<file path="src/rtl/lcd_bus_arbiter_if.sv">
// Bus bundle between the LCD write-bus arbiter and its sources / LCD controller.
// The arbiter connects through the slave modport; the source side and the
// LCD controller side together form the master view.
interface lcd_bus_arbiter_if #(
    parameter int NUM_SRC = 2,
    parameter int DATA_W  = 8
);
    logic [NUM_SRC-1:0]        src_valid;
    logic [NUM_SRC*DATA_W-1:0] src_data;
    logic [NUM_SRC-1:0]        src_last;
    logic [NUM_SRC-1:0]        src_ready;
    logic [DATA_W-1:0]         lcd_data;
    logic                      lcd_wr;
    logic [NUM_SRC-1:0]        grant;
    logic                      busy;

    modport master (
        output src_valid, src_data, src_last,
        input  src_ready, lcd_data, lcd_wr, grant, busy
    );

    modport slave (
        input  src_valid, src_data, src_last,
        output src_ready, lcd_data, lcd_wr, grant, busy
    );
endinterface

</file>
<file path="src/rtl/lcd_bus_arbiter.sv">
// N-source arbiter/mux for the 8-bit LCD controller write bus.
// A source handshakes one beat at a time; the grant is held for a whole packet
// (until the beat flagged last has completed its HOLD phase). Each beat is
// presented with SETUP / STROBE / HOLD timing on the registered lcd_wr strobe.
// Optional feature: define LCD_ARB_ROUND_ROBIN_EN for round-robin arbitration;
// otherwise fixed priority with source 0 (init ROM) highest.
module lcd_bus_arbiter #(
    parameter int NUM_SRC    = 2,
    parameter int DATA_W     = 8,
    parameter int SETUP_CYC  = 1,
    parameter int STROBE_CYC = 2,
    parameter int HOLD_CYC   = 1
) (
    input  logic             clk,
    input  logic             rst,
    lcd_bus_arbiter_if.slave bus
);

    localparam int MAX_CYC = (SETUP_CYC > STROBE_CYC)
                           ? ((SETUP_CYC > HOLD_CYC) ? SETUP_CYC : HOLD_CYC)
                           : ((STROBE_CYC > HOLD_CYC) ? STROBE_CYC : HOLD_CYC);
    localparam int CNT_W   = $clog2(MAX_CYC + 1);

    typedef enum logic [2:0] {
        S_IDLE   = 3'd0,
        S_SETUP  = 3'd1,
        S_STROBE = 3'd2,
        S_HOLD   = 3'd3,
        S_WAIT   = 3'd4
    } state_t;

    // Isolates the lowest set bit of a request vector.
    function automatic logic [NUM_SRC-1:0] lowest_set(input logic [NUM_SRC-1:0] v);
        return v & (~v + NUM_SRC'(1));
    endfunction

    state_t              r_state;
    state_t              w_next_state;
    logic [CNT_W-1:0]    r_cnt;
    logic [CNT_W-1:0]    w_cnt_nxt;
    logic [DATA_W-1:0]   r_lcd_data;
    logic                r_lcd_wr;
    logic [NUM_SRC-1:0]  r_grant;
    logic                r_busy;
    logic                r_last;

    logic [NUM_SRC-1:0]  w_arb_oh;
    logic [NUM_SRC-1:0]  w_src_ready;
    logic [NUM_SRC-1:0]  w_sel_oh;
    logic                w_accept;
    logic [DATA_W-1:0]   w_sel_data;
    logic                w_sel_last;
    logic [NUM_SRC-1:0]  w_grant_nxt;
    logic                w_lcd_wr_nxt;
    logic                w_busy_nxt;

`ifdef LCD_ARB_ROUND_ROBIN_EN
    localparam int PTR_W = (NUM_SRC > 1) ? $clog2(NUM_SRC) : 1;

    // Converts a one-hot grant into the owning source index.
    function automatic logic [PTR_W-1:0] onehot_to_idx(input logic [NUM_SRC-1:0] oh);
        logic [PTR_W-1:0] idx;
        idx = '0;
        for (int i = 0; i < NUM_SRC; i++) begin
            idx = idx | (oh[i] ? PTR_W'(i) : '0);
        end
        return idx;
    endfunction

    logic [PTR_W-1:0]     r_ptr;
    logic [PTR_W-1:0]     w_owner_idx;
    logic [2*NUM_SRC-1:0] w_rot_dbl;
    logic [NUM_SRC-1:0]   w_rot_oh;
    logic [2*NUM_SRC-1:0] w_back_dbl;

    // Round-robin pick: rotate requests so the pointer sits at bit 0, take the
    // lowest requester, rotate the one-hot result back.
    always_comb begin
        w_rot_dbl  = {bus.src_valid, bus.src_valid} >> r_ptr;
        w_rot_oh   = lowest_set(w_rot_dbl[NUM_SRC-1:0]);
        w_back_dbl = {w_rot_oh, w_rot_oh} << r_ptr;
        w_arb_oh   = w_back_dbl[2*NUM_SRC-1:NUM_SRC];
    end

    assign w_owner_idx = onehot_to_idx(r_grant);

    // Pointer moves past the owner when its packet finishes (HOLD -> IDLE).
    always_ff @(posedge clk or posedge rst) begin
        if (rst) begin
            r_ptr <= '0;
        end else if ((r_state == S_HOLD) && (w_next_state == S_IDLE)) begin
            r_ptr <= (w_owner_idx == PTR_W'(NUM_SRC - 1)) ? '0 : (w_owner_idx + PTR_W'(1));
        end else begin
            r_ptr <= r_ptr;
        end
    end
`else
    // Fixed priority: lowest requesting index wins.
    assign w_arb_oh = lowest_set(bus.src_valid);
`endif

    // State register and phase down-counter.
    always_ff @(posedge clk or posedge rst) begin
        if (rst) begin
            r_state <= S_IDLE;
            r_cnt   <= '0;
        end else begin
            r_state <= w_next_state;
            r_cnt   <= w_cnt_nxt;
        end
    end

    // Next-state logic; a phase ends when its counter has run down to zero.
    always_comb begin
        w_next_state = r_state;
        case (r_state)
            S_IDLE: begin
                if (|bus.src_valid) w_next_state = S_SETUP;
                else                w_next_state = S_IDLE;
            end
            S_SETUP: begin
                if (r_cnt == '0) w_next_state = S_STROBE;
                else             w_next_state = S_SETUP;
            end
            S_STROBE: begin
                if (r_cnt == '0) w_next_state = S_HOLD;
                else             w_next_state = S_STROBE;
            end
            S_HOLD: begin
                if (r_cnt != '0) w_next_state = S_HOLD;
                else if (r_last) w_next_state = S_IDLE;
                else             w_next_state = S_WAIT;
            end
            S_WAIT: begin
                if (|(bus.src_valid & r_grant)) w_next_state = S_SETUP;
                else                            w_next_state = S_WAIT;
            end
            default: w_next_state = S_IDLE;
        endcase
    end

    // Output logic: ready/selection, beat mux, counter reload and next values
    // of the registered bus outputs.
    always_comb begin
        w_src_ready = '0;
        if (rst) begin
            w_src_ready = '0;
        end else begin
            case (r_state)
                S_IDLE:  w_src_ready = w_arb_oh;
                S_WAIT:  w_src_ready = r_grant;
                default: w_src_ready = '0;
            endcase
        end

        w_sel_oh   = bus.src_valid & w_src_ready;
        w_accept   = |w_sel_oh;
        w_sel_data = '0;
        w_sel_last = 1'b0;
        for (int i = 0; i < NUM_SRC; i++) begin
            w_sel_data = w_sel_data | (bus.src_data[i*DATA_W +: DATA_W] & {DATA_W{w_sel_oh[i]}});
            w_sel_last = w_sel_last | (bus.src_last[i] & w_sel_oh[i]);
        end

        w_cnt_nxt = r_cnt;
        if (w_next_state != r_state) begin
            case (w_next_state)
                S_SETUP:  w_cnt_nxt = CNT_W'(SETUP_CYC - 1);
                S_STROBE: w_cnt_nxt = CNT_W'(STROBE_CYC - 1);
                S_HOLD:   w_cnt_nxt = CNT_W'(HOLD_CYC - 1);
                default:  w_cnt_nxt = '0;
            endcase
        end else if (r_cnt != '0) begin
            w_cnt_nxt = r_cnt - CNT_W'(1);
        end else begin
            w_cnt_nxt = r_cnt;
        end

        w_lcd_wr_nxt = (w_next_state == S_STROBE);
        w_busy_nxt   = (w_next_state != S_IDLE);

        if (w_accept) begin
            w_grant_nxt = w_sel_oh;
        end else if (w_next_state == S_IDLE) begin
            w_grant_nxt = '0;
        end else begin
            w_grant_nxt = r_grant;
        end
    end

    // Registered LCD-side outputs; data and last flag only change on accept.
    always_ff @(posedge clk or posedge rst) begin
        if (rst) begin
            r_lcd_data <= '0;
            r_last     <= 1'b0;
            r_lcd_wr   <= 1'b0;
            r_grant    <= '0;
            r_busy     <= 1'b0;
        end else begin
            if (w_accept) begin
                r_lcd_data <= w_sel_data;
                r_last     <= w_sel_last;
            end else begin
                r_lcd_data <= r_lcd_data;
                r_last     <= r_last;
            end
            r_lcd_wr <= w_lcd_wr_nxt;
            r_grant  <= w_grant_nxt;
            r_busy   <= w_busy_nxt;
        end
    end

    assign bus.src_ready = w_src_ready;
    assign bus.lcd_data  = r_lcd_data;
    assign bus.lcd_wr    = r_lcd_wr;
    assign bus.grant     = r_grant;
    assign bus.busy      = r_busy;

endmodule
</file>
<file path="src/flat_wrapper.sv">
// flat-port wrapper written by rule: the top's interface ports become plain ports
module lcd_bus_arbiter_flat 
#(
    parameter int NUM_SRC    = 2,
    parameter int DATA_W     = 8,
    parameter int SETUP_CYC  = 1,
    parameter int STROBE_CYC = 2,
    parameter int HOLD_CYC   = 1
)
  (clk, rst, bus_src_valid, bus_src_data, bus_src_last, bus_src_ready, bus_lcd_data, bus_lcd_wr, bus_grant, bus_busy);
  lcd_bus_arbiter_if #(.NUM_SRC(NUM_SRC), .DATA_W(DATA_W)) bus_i ();
  input  logic clk;
  input  logic rst;
  input wire logic [$bits(bus_i.src_valid)-1:0] bus_src_valid;
  input wire logic [$bits(bus_i.src_data)-1:0] bus_src_data;
  input wire logic [$bits(bus_i.src_last)-1:0] bus_src_last;
  output wire logic [$bits(bus_i.src_ready)-1:0] bus_src_ready;
  output wire logic [$bits(bus_i.lcd_data)-1:0] bus_lcd_data;
  output wire logic [$bits(bus_i.lcd_wr)-1:0] bus_lcd_wr;
  output wire logic [$bits(bus_i.grant)-1:0] bus_grant;
  output wire logic [$bits(bus_i.busy)-1:0] bus_busy;
  assign bus_i.src_valid = bus_src_valid;
  assign bus_i.src_data = bus_src_data;
  assign bus_i.src_last = bus_src_last;
  assign bus_src_ready = bus_i.src_ready;
  assign bus_lcd_data = bus_i.lcd_data;
  assign bus_lcd_wr = bus_i.lcd_wr;
  assign bus_grant = bus_i.grant;
  assign bus_busy = bus_i.busy;
  lcd_bus_arbiter #(.NUM_SRC(NUM_SRC), .DATA_W(DATA_W), .SETUP_CYC(SETUP_CYC), .STROBE_CYC(STROBE_CYC), .HOLD_CYC(HOLD_CYC)) u_core (.clk(clk), .rst(rst), .bus(bus_i));
endmodule
</file>
<file path="config.mk">
export PLATFORM = sky130hd
export DESIGN_NAME = lcd_bus_arbiter_flat
export DESIGN_NICKNAME = d
export VERILOG_FILES = /design/src/rtl/lcd_bus_arbiter_if.sv /design/src/rtl/lcd_bus_arbiter.sv /design/src/flat_wrapper.sv
export SDC_FILE = /design/constraint.sdc
export NUM_CORES = 1
export LEC_CHECK = 0
export BUFFER_PORTS_ARGS = -buffer_cell sky130_fd_sc_hd__buf_2
export CORE_MARGIN = 1.5
export CORE_UTILIZATION = 46
export CTS_CLUSTER_DIAMETER = 200
export DETAILED_ROUTE_END_ITERATION = 7
export GPL_TIMING_DRIVEN = 1
export PLACE_DENSITY = 0.83
export RECOVER_POWER = 100
export SLEW_MARGIN = 40
export SYNTH_ARGS = -nofsm -noshare
export SYNTH_HDL_FRONTEND = slang
export SYNTH_SLANG_ARGS = --single-unit
</file>
<file path="constraint.sdc">
create_clock -name clk -period 2 [get_ports clk]
set_input_delay 0.1 -clock clk [delete_from_list [all_inputs] [get_ports clk]]
set_output_delay 0.1 -clock clk [all_outputs]
set_load 0.02 [all_outputs]
</file>
==> run summary <==
Synthesis
- **Syn Nets** 118
- **cell accounting for the most synthesized area** dfrtp_1
- **register bit count reported by yosys** 18
- **Mapped Area** 1010 um^2
- **most frequent cells after synthesis** dfrtp_1, a21o_1, a22o_1
- **count of cell types in the netlist** 34
- **top post-synthesis cells by area** dfrtp_1, a22o_1, a21o_1
- **mean instance size in the synthesized netlist** 10.7 um^2
- **yosys synthesis warning count** 0
- **dominant cell by count in the synthesized netlist** dfrtp_1
- **cells after synthesis** 95
- **Post-synth EDFFs** 0
- **part of the Yosys area used for sequential elements** 44.5%
- **Primary FF master, synth** dfrtp_1
- **post-synthesis async set-or-reset flop share** 100%
- **Yosys top cell area share** 44.5%

Global routing
- **number of global-route vias before repair** 810
- **residual overflow from global routing** 0
- **largest net degree at the start of global routing** 19
- **Overall Global Routing Usage** 17.9%
- **number of antenna violations at the first check in global routing** 0
- **first-pass GRT wire length** 3420 um

STA
- **transition time at the pin with the least slew margin** 0.656 ns
- **summed negative setup slack over all endpoints** 0 ns
- **RSZ-0062 raised after global routing** false
- **final hold viol count** 0
- **crit path time final** 1.83 ns
- **maximum achievable frequency** 546 MHz
- **final count of negative-setup-slack endpoints** 0
- **final period utilization** 91.5%
- **worst setup skew after layout** 0.00279 ns
- **relative slew slack** 56.2%
- **number of pins exceeding their max-slew limit in the final report** 0

Die
- **core outline area** 2020 um^2
- **Die Area** 2490 um^2
- **count of boundary I/O pins** 36
- **initial core utilization** 50.1%
- **Die Span Y** 49.9 um
- **Row Count** 16
- **Chip Width** 49.9 um

Layout
- **fraction of layout cells with a size suffix above 1** 22.7%
- **post-layout net count** 152
- **non-filler instance count after layout** 155
- **post-route standard cell area excluding fillers** 1170 um^2
- **synth-to-layout area growth** 15.3%
- **Core Util, Final** 57.7%
- **diode count** 0
- **filler cell count** 186

Critical path
- **family with the most delay on the worst path** simple AND/OR/NAND/NOR gates
- **endpoint type of the worst setup path** primary output
- **number of cells on the worst reg-to-reg path** 4
- **worst-path cell chain** or2_1 > nor3_1 > clkbuf_1
- **endpoint arrival time on the critical path** 1.73 ns
- **max incr delay on CP** 0.51 ns
- **cell with the largest stage delay on the worst path** dfrtp_1
- **buffering stage count on the worst path with inverters included** 1
- **element type at the critical path start** flip-flop
- **Crit Path Max Fanout** 11
- **total number of cells along the worst setup path** 3
- **class of the most critical setup path** reg2out
- **required time reported for the critical path endpoint** 1.90 ns

Min path
- **worst min-delay path class** in2reg
- **number of instances on the worst hold path** 3

Place
- **post-placement cell area** 1160 um^2
- **routability cong.** 0.878
- **port buffer count** 35
- **detailed-placement wirelength estimate** 1460 um
- **Inst Count DP** 150

Clocking
- **number of clock buffers inserted by TritonCTS** 3
- **buffer type at the clock tree root** clkbuf_4
- **clock insertion delay at the later pin of the skew report** 0.29 ns
- **number of hold buffers added after cts** 1
- **TritonCTS clock tree** done
- **post-cts gate resize count** 0
- **Worst-path clk slew** 0.11 ns
- **clock tree buffer depth** 2
- **Setup Fix Bufs, Post-CTS** 0
- **CTS Sinks** 18
- **Max H-tree Level** 1

Routing
- **number of DRC markers after the initial detailed-route iteration** 7
- **Avg Vias per Cell** 5.48
- **routed length per instance** 12.9 um
- **number of nets with antenna violations after routing** 0
- **DRC violations left** 0
- **total detailed-routing wirelength** 2000 um
- **router iterations before antenna repair** 5
- **routed vias** 849

Status
- **status** finished clean

Pwr
- **worst IR drop on VDD** 703 uV
- **power after layout** 0.00184 W
- **power density over cell area** 1580 nW/um^2
- **leakage power summed over all cells** 0.575 nW

Run
- **total of max-cap violations** 0

==> metrics by stage <==
stage,setup WS (ns),hold slack (ns)
3_3_place_gp,0.421,0.276
2_1_floorplan,0.466,0.0386
5_1_grt,0.111,0.0776
3_5_place_dp,0.364,0.286
4_1_cts,0.246,0.0873
6_report,0.170,0.0892
==> worst paths after layout <==
path	slack [ns]	startpoint	endpoint
worst max-delay path	0.17	u_core.r_state[0]	bus_src_ready[1]
worst min-delay path	0.09	bus_src_data[10]	u_core.bus.lcd_data[2]
worst max register to register	0.27	u_core.r_state[0]	u_core.bus.lcd_data[7]
worst min register to register	0.49	u_core.bus.lcd_data[1]	u_core.bus.lcd_data[1]
max in group asynchronous	1.11	rst	u_core.r_state[2]
min in group asynchronous	0.47	rst	u_core.r_state[1]
==> logic make-up (layout without fill, tap and decap cells) <==
kind of cell               after synthesis  in the layout  synth area share (%)
adders and majority gates                1              1                  1.24
buffers and inverters                   14             47                  9.02
and+or+nand+nor                         25             25                  15.0
AOI/OAI and AO/OA                       35             35                  28.4
muxes                                    1              1                 0.989
xor gates and xnor gates                 1              1                 0.865
DFF                                     18             18                  44.5
==> registers in the layout, summed over array words and instances, names as in the netlist <==
signal,flops
u_core.bus.busy,1
u_core.bus.grant,2
u_core.bus.lcd_data,8
u_core.bus.lcd_wr,1
u_core.r_cnt,2
u_core.r_last,1
u_core.r_state,3
==> placed cells by master (no fill, tap or decap), types with 3 or more instances in the layout <==
cell type / count
inv_1: 6
buf_2: 20
clkbuf_1: 15
a21oi_1: 5
a21o_1: 9
nand2_1: 4
clkbuf_4: 3
dfrtp_1: 18
nor3_1: 4
nor2_1: 4
a22o_1: 9
==> power breakdown <==
part	total [W]	switching, W	internal, W	leakage [nW]
clock network	0.000227	0.000116	0.000111	0.0210
logic	0.000900	0.000523	0.000377	0.328
registers	0.000713	0.000180	0.000533	0.226
==> area by class of cell <==
type	instances	area, um^2	share of cell area (%)
timing repair buffer	36	166	14.3
inverter	7	26.3	2.25
clock buffer	4	36.3	3.11
tap	27	33.8	2.89
multi-input combinational	63	454	38.9
sequential	18	450	38.6
==> worst reg2reg max path: cells and delay by family, from the launching register on <==
kind,cells,cell delay [ns]
flops,1,0.51
compound gates,2,0.63
simple gates,2,0.48
==> per-layer routing <==
layer / part of all wire [%] / GRT usage (%)
met1: 45 / 22.0
met2: 48 / 28.7
met3: 5.3 / 3.33
met4: 1.4 / 11.1
met5: 0 / 0
Note: power is estimated with default switching activity, not from simulation.
